<file path="config.mk">
export PLATFORM = sky130hd
export DESIGN_NAME = brick_manager
export DESIGN_NICKNAME = d
export VERILOG_FILES = /design/src/rtl/brick_pkg.sv /design/src/rtl/brick_popcount.sv /design/src/rtl/brick_manager.sv
export SDC_FILE = /design/constraint.sdc
export NUM_CORES = 1
export LEC_CHECK = 0
export ABC_AREA = 1
export CORE_MARGIN = 4
export CORE_UTILIZATION = 35
export DETAILED_ROUTE_END_ITERATION = 10
export PLACE_DENSITY_LB_ADDON = 0.1
export SYNTH_ARGS = -nofsm -noshare
export SYNTH_HDL_FRONTEND = slang
export SYNTH_HIERARCHICAL = 1
export SYNTH_SLANG_ARGS = --single-unit
</file>
<file path="constraint.sdc">
create_clock -name clk -period 4.75 [get_ports clk]
set_input_delay 0.95 -clock clk [delete_from_list [all_inputs] [get_ports clk]]
set_output_delay 0.95 -clock clk [all_outputs]
set_load 0.1 [all_outputs]
</file>
<file path="src/rtl/brick_pkg.sv">
// Shared types and constants for the brick manager.
package brick_pkg;

  typedef enum logic [1:0] {
    ST_PLAY  = 2'd0,
    ST_HOLD  = 2'd1,
    ST_CLEAR = 2'd2,
    ST_OVER  = 2'd3
  } brick_state_t;

  localparam logic [9:0] TOP_ROW_MASK    = 10'h01F;
  localparam logic [9:0] BOTTOM_ROW_MASK = 10'h3E0;
  localparam int         LIVES_W         = 3;

endpackage

</file>
<file path="src/rtl/brick_popcount.sv">
// Combinational population count of a W-bit vector.
module brick_popcount #(
  parameter int W     = 10,
  parameter int CNT_W = $clog2(W + 1)
) (
  input  logic [W-1:0]     vec,
  output logic [CNT_W-1:0] count
);

  always_comb begin
    count = '0;
    for (int i = 0; i < W; i++) begin
      count = count + CNT_W'(vec[i]);
    end
  end

endmodule

</file>
<file path="src/rtl/brick_manager.sv">
// Brick/score/lives game-state keeper evaluated once per frame_tick.
// Optional macro BRICK_MANAGER_TWO_HIT_EN: top-row bricks need two hits.
//
// state    | meaning
// ST_PLAY  | brick, paddle and ball_lost events evaluated
// ST_HOLD  | brick hits ignored for LOCKOUT_FRAMES ticks after a bounce
// ST_CLEAR | all bricks gone, wait for new_game
// ST_OVER  | lives exhausted, wait for new_game
import brick_pkg::*;

module brick_manager #(
  parameter int NUM_BLOCKS     = 10,
  parameter int POINTS         = 10,
  parameter int LOCKOUT_FRAMES = 4,
  parameter int START_LIVES    = 3,
  parameter int SCORE_W        = 16
) (
  input  logic                  clk,
  input  logic                  rst,
  input  logic                  frame_tick,
  input  logic [NUM_BLOCKS-1:0] collide_block,
  input  logic                  collide_paddle,
  input  logic                  ball_lost,
  input  logic                  new_game,
  output logic [NUM_BLOCKS-1:0] block_alive,
  output logic [NUM_BLOCKS-1:0] block_cracked,
  output logic                  ball_dir_y,
  output logic [SCORE_W-1:0]    score,
  output logic [LIVES_W-1:0]    lives,
  output logic                  hit_pulse,
  output logic                  level_clear,
  output logic                  game_over
);

  localparam int POP_W = $clog2(NUM_BLOCKS + 1);
  localparam int CNT_W = (LOCKOUT_FRAMES < 2) ? 1 : $clog2(LOCKOUT_FRAMES + 1);
  localparam int SUM_W = SCORE_W + 16;

  brick_state_t          state_q, state_d;
  logic [CNT_W-1:0]      cnt_q, cnt_d;
  logic [NUM_BLOCKS-1:0] alive_q, alive_d;
  logic                  dir_q, dir_d;
  logic [SCORE_W-1:0]    score_q, score_d;
  logic [LIVES_W-1:0]    lives_q, lives_d;
  logic                  hit_q, hit_d, clear_q, clear_d, over_q, over_d;

  logic [NUM_BLOCKS-1:0] hits, kill;
  logic [POP_W-1:0]      pop;
  logic [SUM_W-1:0]      sum;
  logic [SCORE_W-1:0]    score_sat;

  assign hits = collide_block & alive_q;

`ifdef BRICK_MANAGER_TWO_HIT_EN
  localparam logic [NUM_BLOCKS-1:0] TOP_MASK = NUM_BLOCKS'(TOP_ROW_MASK);
  logic [NUM_BLOCKS-1:0] cracked_q, cracked_d;
  // An uncracked top-row brick survives its first hit.
  assign kill          = hits & ~(TOP_MASK & ~cracked_q);
  assign block_cracked = cracked_q;
`else
  assign kill          = hits;
  assign block_cracked = '0;
`endif

  brick_popcount #(.W(NUM_BLOCKS), .CNT_W(POP_W)) u_popcount (
    .vec   (hits),
    .count (pop)
  );

  assign sum       = SUM_W'(score_q) + SUM_W'(POINTS) * SUM_W'(pop);
  assign score_sat = (|sum[SUM_W-1:SCORE_W]) ? '1 : sum[SCORE_W-1:0];

  always_ff @(posedge clk or negedge rst) begin
    if (!rst) begin
      state_q   <= ST_PLAY;
      cnt_q     <= '0;
      alive_q   <= '1;
      dir_q     <= 1'b0;
      score_q   <= '0;
      lives_q   <= LIVES_W'(START_LIVES);
      hit_q     <= 1'b0;
      clear_q   <= 1'b0;
      over_q    <= 1'b0;
`ifdef BRICK_MANAGER_TWO_HIT_EN
      cracked_q <= '0;
`endif
    end else begin
      state_q   <= state_d;
      cnt_q     <= cnt_d;
      alive_q   <= alive_d;
      dir_q     <= dir_d;
      score_q   <= score_d;
      lives_q   <= lives_d;
      hit_q     <= hit_d;
      clear_q   <= clear_d;
      over_q    <= over_d;
`ifdef BRICK_MANAGER_TWO_HIT_EN
      cracked_q <= cracked_d;
`endif
    end
  end

  always_comb begin
    state_d   = state_q;
    cnt_d     = cnt_q;
    alive_d   = alive_q;
    dir_d     = dir_q;
    score_d   = score_q;
    lives_d   = lives_q;
    hit_d     = 1'b0;
`ifdef BRICK_MANAGER_TWO_HIT_EN
    cracked_d = cracked_q;
`endif
    if (new_game) begin
      state_d   = ST_PLAY;
      cnt_d     = '0;
      alive_d   = '1;
      dir_d     = 1'b0;
      score_d   = '0;
      lives_d   = LIVES_W'(START_LIVES);
`ifdef BRICK_MANAGER_TWO_HIT_EN
      cracked_d = '0;
`endif
    end else if (ball_lost && (state_q == ST_PLAY || state_q == ST_HOLD)) begin
      if (lives_q > LIVES_W'(1)) begin
        lives_d = lives_q - LIVES_W'(1);
        dir_d   = 1'b0;
        state_d = ST_PLAY;
        cnt_d   = '0;
      end else begin
        lives_d = '0;
        state_d = ST_OVER;
      end
    end else begin
      case (state_q)
        ST_PLAY: begin
          if (frame_tick && (hits != '0)) begin
            alive_d = alive_q & ~kill;
`ifdef BRICK_MANAGER_TWO_HIT_EN
            cracked_d = cracked_q ^ (hits & TOP_MASK);
`endif
            score_d = score_sat;
            dir_d   = collide_paddle ? 1'b0 : ~dir_q;
            hit_d   = 1'b1;
            cnt_d   = CNT_W'(LOCKOUT_FRAMES);
            state_d = (alive_d == '0) ? ST_CLEAR : ST_HOLD;
          end else if (frame_tick && collide_paddle) begin
            dir_d = 1'b0;
          end
        end
        ST_HOLD: begin
          if (frame_tick && collide_paddle) dir_d = 1'b0;
          // A zero lockout leaves HOLD on the next cycle without waiting for a tick.
          if (cnt_q == '0) begin
            state_d = ST_PLAY;
          end else if (frame_tick) begin
            cnt_d = cnt_q - CNT_W'(1);
            if (cnt_q == CNT_W'(1)) state_d = ST_PLAY;
          end
        end
        default: ;
      endcase
    end
    clear_d = (state_d == ST_CLEAR);
    over_d  = (state_d == ST_OVER);
  end

  assign block_alive = alive_q;
  assign ball_dir_y  = dir_q;
  assign score       = score_q;
  assign lives       = lives_q;
  assign hit_pulse   = hit_q;
  assign level_clear = clear_q;
  assign game_over   = over_q;

endmodule

</file>
# Word level (Yosys, flattened, before mapping)
# Cells that the tools add are included.
# word_totals
ff_bits	38
# op_classes
n_mul	1
bitwise	4
reduce_logical	16
add_sub_neg	12
magnitude_cmp	1
muxes	39
n_eq_ne	9
# op_table
cell	count
$mux 16	5
$mux 10	4
$add 4x1->4	8
$mux 3	9
$and 10x10->10	2
$add 16x8->17	1
$mux 2	8
$reduce_or 16->1	1
$logic_not 10->1	1
$mux 1	10
$not 10->10	1
$reduce_bool 10->1	1
$mul 3x4->7 const A	1
$pmux 3 s2	1
$reduce_bool 2->1	3
$sub 3x1->3 const B	2
$reduce_and 5->1	1
$eq 2x2->1 const B	2
$ne 4x2->1 const B	1
$ne 4x3->1 const B	1
$ne 4x4->1 const B	1
$pmux 2 s2	1
$reduce_bool 4->1	1
$eq 3x1->1 const B	1
13 further kinds	15

# Depth between registers and ports, before layout
# logic_depth
ltp_word	18
mapped_depth	30
ltp_nobuf	30

# Hierarchy
# Netlist, hierarchy kept.
# by_module_without_submodules
module	instances	area_per_inst_um2	cells_each	seq_area_each_um2
brick_manager	1	2862.7	393	965.9
brick_popcount	1	245.2	33	0.0

# Least setup slack after synthesis
# Ideal clock, no wire load.
# synth_path
path_kind	input-to-reg
from	in collide_block[0]
to	reg score_q[14], in the netlist score[14]
setup_ns	0.121
slack_ns	-0.955
stages	27
arrival_time_ns	5.584
path_cell_list	nand2_1 inv_1 inv_1 fa_1 inv_1 fa_1 inv_1 fa_1 inv_1 ha_1 inv_1 fa_1 inv_1 ha_1 ha_1 fa_1 xor2_1 ha_1 nand2_1 inv_2 a21oi_2 nand2_2 nand2_2 buf_6 nand2_2 o21ai_1 nand2_1
# synth_between
elab_chain_cells	18
word_cells_on_any_way	22
# synth_lines
item	line	source
from (decl)	brick_manager.sv:21	input logic [NUM_BLOCKS-1:0] collide_block,
$and 10x10->10 (*)	brick_manager.sv:52	assign hits = collide_block & alive_q;
net hits[0]	brick_manager.sv:47	logic [NUM_BLOCKS-1:0] hits, kill;
$add 1x1->2 (*)	brick_popcount.sv:13	count = count + CNT_W'(vec[i]);
$add 4x1->4 (*) (8 in series)	brick_popcount.sv:13	
net pop[1]	brick_manager.sv:48	logic [POP_W-1:0] pop;
$mul 3x4->7 (*)	brick_manager.sv:70	assign sum = SUM_W'(score_q) + SUM_W'(POINTS) * SUM_W'(pop);
$add 16x8->17 (*)	brick_manager.sv:70	
$reduce_or 16->1	brick_manager.sv:71	assign score_sat = (|sum[SUM_W-1:SCORE_W]) ? '1 : sum[SCORE_W-1:0];
$mux 16 (*)	brick_manager.sv:71	
$mux 16 (*)	brick_manager.sv:137	if (frame_tick && (hits != '0)) begin
$mux 16 (*)	brick_manager.sv:135	case (state_q)
$mux 16 (*)	brick_manager.sv:124	end else if (ball_lost && (state_q == ST_PLAY || state_q == ST_HOLD)) begin
$mux 16 (*)	brick_manager.sv:114	if (new_game) begin
to (signal assigned)	brick_manager.sv:92	score_q <= score_d;
to (decl)	brick_manager.sv:43	logic [SCORE_W-1:0] score_q, score_d;
# The timed path passes the listed nets; every way through them passes the cells marked *. The select of a mux whose other input is x is not followed.
# A chain may end at the register's enable or synchronous reset.

# Final worst setup path
# layout_path
from	in collide_block[5]
to	reg score_q[8], in the netlist score[8]
# layout_between
elab_chain_cells	14
word_cells_on_any_way	18
# layout_lines
item	line
$and 10x10->10 (*)	brick_manager.sv:52
net hits[5]	brick_manager.sv:47
$add 4x1->4 (*) (5 in series)	brick_popcount.sv:13
net pop[1]	brick_manager.sv:48
$mul 3x4->7 (*)	brick_manager.sv:70
$add 16x8->17 (*)	brick_manager.sv:70
$reduce_or 16->1	brick_manager.sv:71
$mux 16 (*)	brick_manager.sv:71
$mux 16 (*)	brick_manager.sv:137
$mux 16 (*)	brick_manager.sv:135
$mux 16 (*)	brick_manager.sv:124
$mux 16 (*)	brick_manager.sv:114
# Marks and branches as above.

==> flow_metrics.tcl <==
set metrics [dict create \
    outcome "finished with violations" \
    failed_checks "negative setup slack" \
    dieWidth_um 102.2 \
    first_pass_iters 5 \
    worst_pin_slew_ns 0.9951 \
    finalSetupTns_ns -8.412 \
    endpoint_kind "flop" \
    drt-vias-per-instance 4.574 \
    cts.path.max_buffers 2 \
    most-common-layout-cells "nand2_1, inv_1, clkdlybuf4s50_1" \
    cts-hold-fix-buffers 0 \
    dieArea_sq_um 10450 \
    syn_area_sq_um 3108 \
    cp.arrival_ns 5.50 \
    grt_max_degree 39 \
    drtIter0Drc 105 \
    setup_viol 16 \
    worst-path-max-fanout 6 \
    fin_util_pct 46.74 \
    hpwl_um 5790 \
    holdCritPathClass "flop to flop" \
    final_cells 610 \
    core-area_sq_um 8678 \
    required_ns 4.94 \
    grt_pass1_vias 2691 \
    start_util_pct 35.81 \
    leakage_uw 0.002258 \
    synth_enable_flop_cells 0 \
    antenna_found_initial 0 \
    layout_commonest_cell "nand2_1" \
    synthArstFlopShare_pct 100.0 \
    yosys_warnings 6 \
    syn_area_per_cell_sq_um 7.296 \
    yosysSeqAreaShare_pct 31.08 \
    critPathSlowestCell "fa_1" \
    hold_violations 0 \
    post-place-ws_ns -1.591 \
    synthCells 426 \
    rsz0062_at_grt "yes" \
    numCtsBuffers 5 \
    grt_pass1_wl_um 12760 \
    drc 0 \
    r2r-end "score[8]" \
    synth-seq-cells 38 \
    cts_root_buf "clkbuf_8" \
    insertion_delay_ns 0.30 \
    worst-r2r-cell-count 27 \
    drive_gt1_share_pct 26.10 \
    clkSlewWorstSetupHoldPaths_ns 0.09 \
    startpoint_type "primary input" \
    die_height_um 102.2 \
    r2r_setup_slack_ns -0.39 \
    layout_min_cycle_time_ns 5.307 \
    powerDensity_nw_per_um2 558.5 \
    cp_num_buf_inv 10 \
    cp_num_cells 28 \
    syn2layout_area_growth_pct 30.52 \
    wl_um 7701 \
    port-buffer-count 48 \
    wire_per_inst_um 12.62 \
    path_common_cell "inv_2" \
    cts.sinks 38 \
    ios 59 \
    hold_ws_ns 0.4713 \
    drv_slew 0 \
    fp-row-count 34 \
    ir_drop_mv 0.3149 \
    nets 543 \
    htree_levels 2 \
    slowest_delay_ns 0.52 \
    reg2reg_from "block_alive[5]" \
    ys_types 38 \
    ys_top_cells_by_area "dfrtp_1, nand2_1, dfstp_2" \
    endpoint "score[8]" \
    path_delay_family "adder cells" \
    drtAntennaViolNets 0 \
    via_count 2790 \
    crit_type "primary input to flop" \
    place_inst 598 \
    final.period_utilization_pct 111.7 \
    tritoncts "built" \
    max_freq_mhz 188.4 \
    synth_top_area_share_pct 20.93 \
    slew_headroom_pct 33.45 \
    worstSetupStartpoint "collide_block[5]" \
    grtUsageTotal_pct 15.56 \
    yosysTopAreaCell "dfrtp_1" \
    grt.overflow.total 0 \
    gp_congestion 0.8273 \
    finClkSkew_ns 0.009255 \
    synth_flop_cell "dfrtp_1" \
    cap_viol_max_count 0 \
    worst_slack_ns -0.5570 \
    num_antenna_cells 0 \
]
==> final cells by class <==
type	instances	area [sq um]
Tap cell	108	135.1
Clock buffer	6	72.57
Fill cell	901	4622
Timing Repair Buffer	76	705.7
Inverter	86	322.8
Sequential cell	38	965.9
Clock inverter	2	10.01
Multi-Input combinational cell	294	1844
==> cells by family after synthesis <==
family / count (synthesis) / synth area share (%)
xor gates and xnor gates: 5 / 1.409
AOI/OAI and AO/OA: 33 / 7.126
DFF: 38 / 31.08
adders and majority gates: 26 / 12.40
buffers and inverters: 103 / 14.61
other: 1 / 0.1207
and+or+nand+nor: 220 / 33.25
==> worst min path at each step <==
stage / start / endpoint / depth (start not counted)
after floorplan: cnt_q[1] / cnt_q[1] / 2
after global placement: cnt_q[2] / cnt_q[2] / 2
after detailed placement: cnt_q[1] / cnt_q[1] / 2
after CTS: cnt_q[1] / cnt_q[1] / 2
after global routing: cnt_q[1] / cnt_q[1] / 2
final: cnt_q[1] / cnt_q[1] / 2
==> power by group <==
part	internal [uW]	total (uW)	switching, uW
Sequential	387	442	55.5
Clock	102	227	125
Combinational	619	1600	977
Total	1110	2270	1160
==> synth_stat cells (3+ instances only) <==
cell type / count
nand3_2: 10
fa_1: 8
nand3_1: 38
nor2_4: 3
o21ai_0: 3
xor2_1: 5
dfrtp_1: 26
nand2_2: 7
buf_4: 12
inv_2: 9
nor2_1: 24
dfstp_2: 12
inv_1: 77
o21ai_1: 8
buf_6: 3
nand2_1: 124
nor2_2: 3
o21ai_2: 4
nand4_1: 6
a21oi_1: 7
ha_1: 18
==> state kept, by name, indices dropped and copies added, names as in the netlist, 2 cells and up <==
name         cells
score           16
block_alive     10
cnt_q            3
lives            3
state_q          2
==> through the flow <==
| step | cell area [sq um] | total power (uW) |
|---|---|---|
| 6_report | 4056 | 2265 |
| 5_1_grt | 4056 | 2479 |
| 4_1_cts | 4023 | 2278 |
| 3_5_place_dp | 3857 | 1975 |
| 3_3_place_gp | 3857 | 1967 |
| 2_1_floorplan | 3198 | 1553 |
==> routing by layer <==
metal  share of wire (%)  track usage (%)
met5                   0                0
met4                 1.7            5.651
met3                 3.5            2.730
met2                  46            24.24
met1                  49            21.68
==> worst min-delay path: cells and delay by family, from the launching register on <==
| kind | cells | cell delay, ns |
|---|---|---|
| DFF | 1 | 0.34 |
| and+or+nand+nor | 2 | 0.10 |
==> repair_timing <==
action | 4_1_cts | 5_1_grt
setup endpoints to repair | 16 | 16
pin swaps | 22 | 4
gates resized for setup | 51 | 7
buffers inserted | 2 | 2
Note: power is estimated with default switching activity, not from simulation.
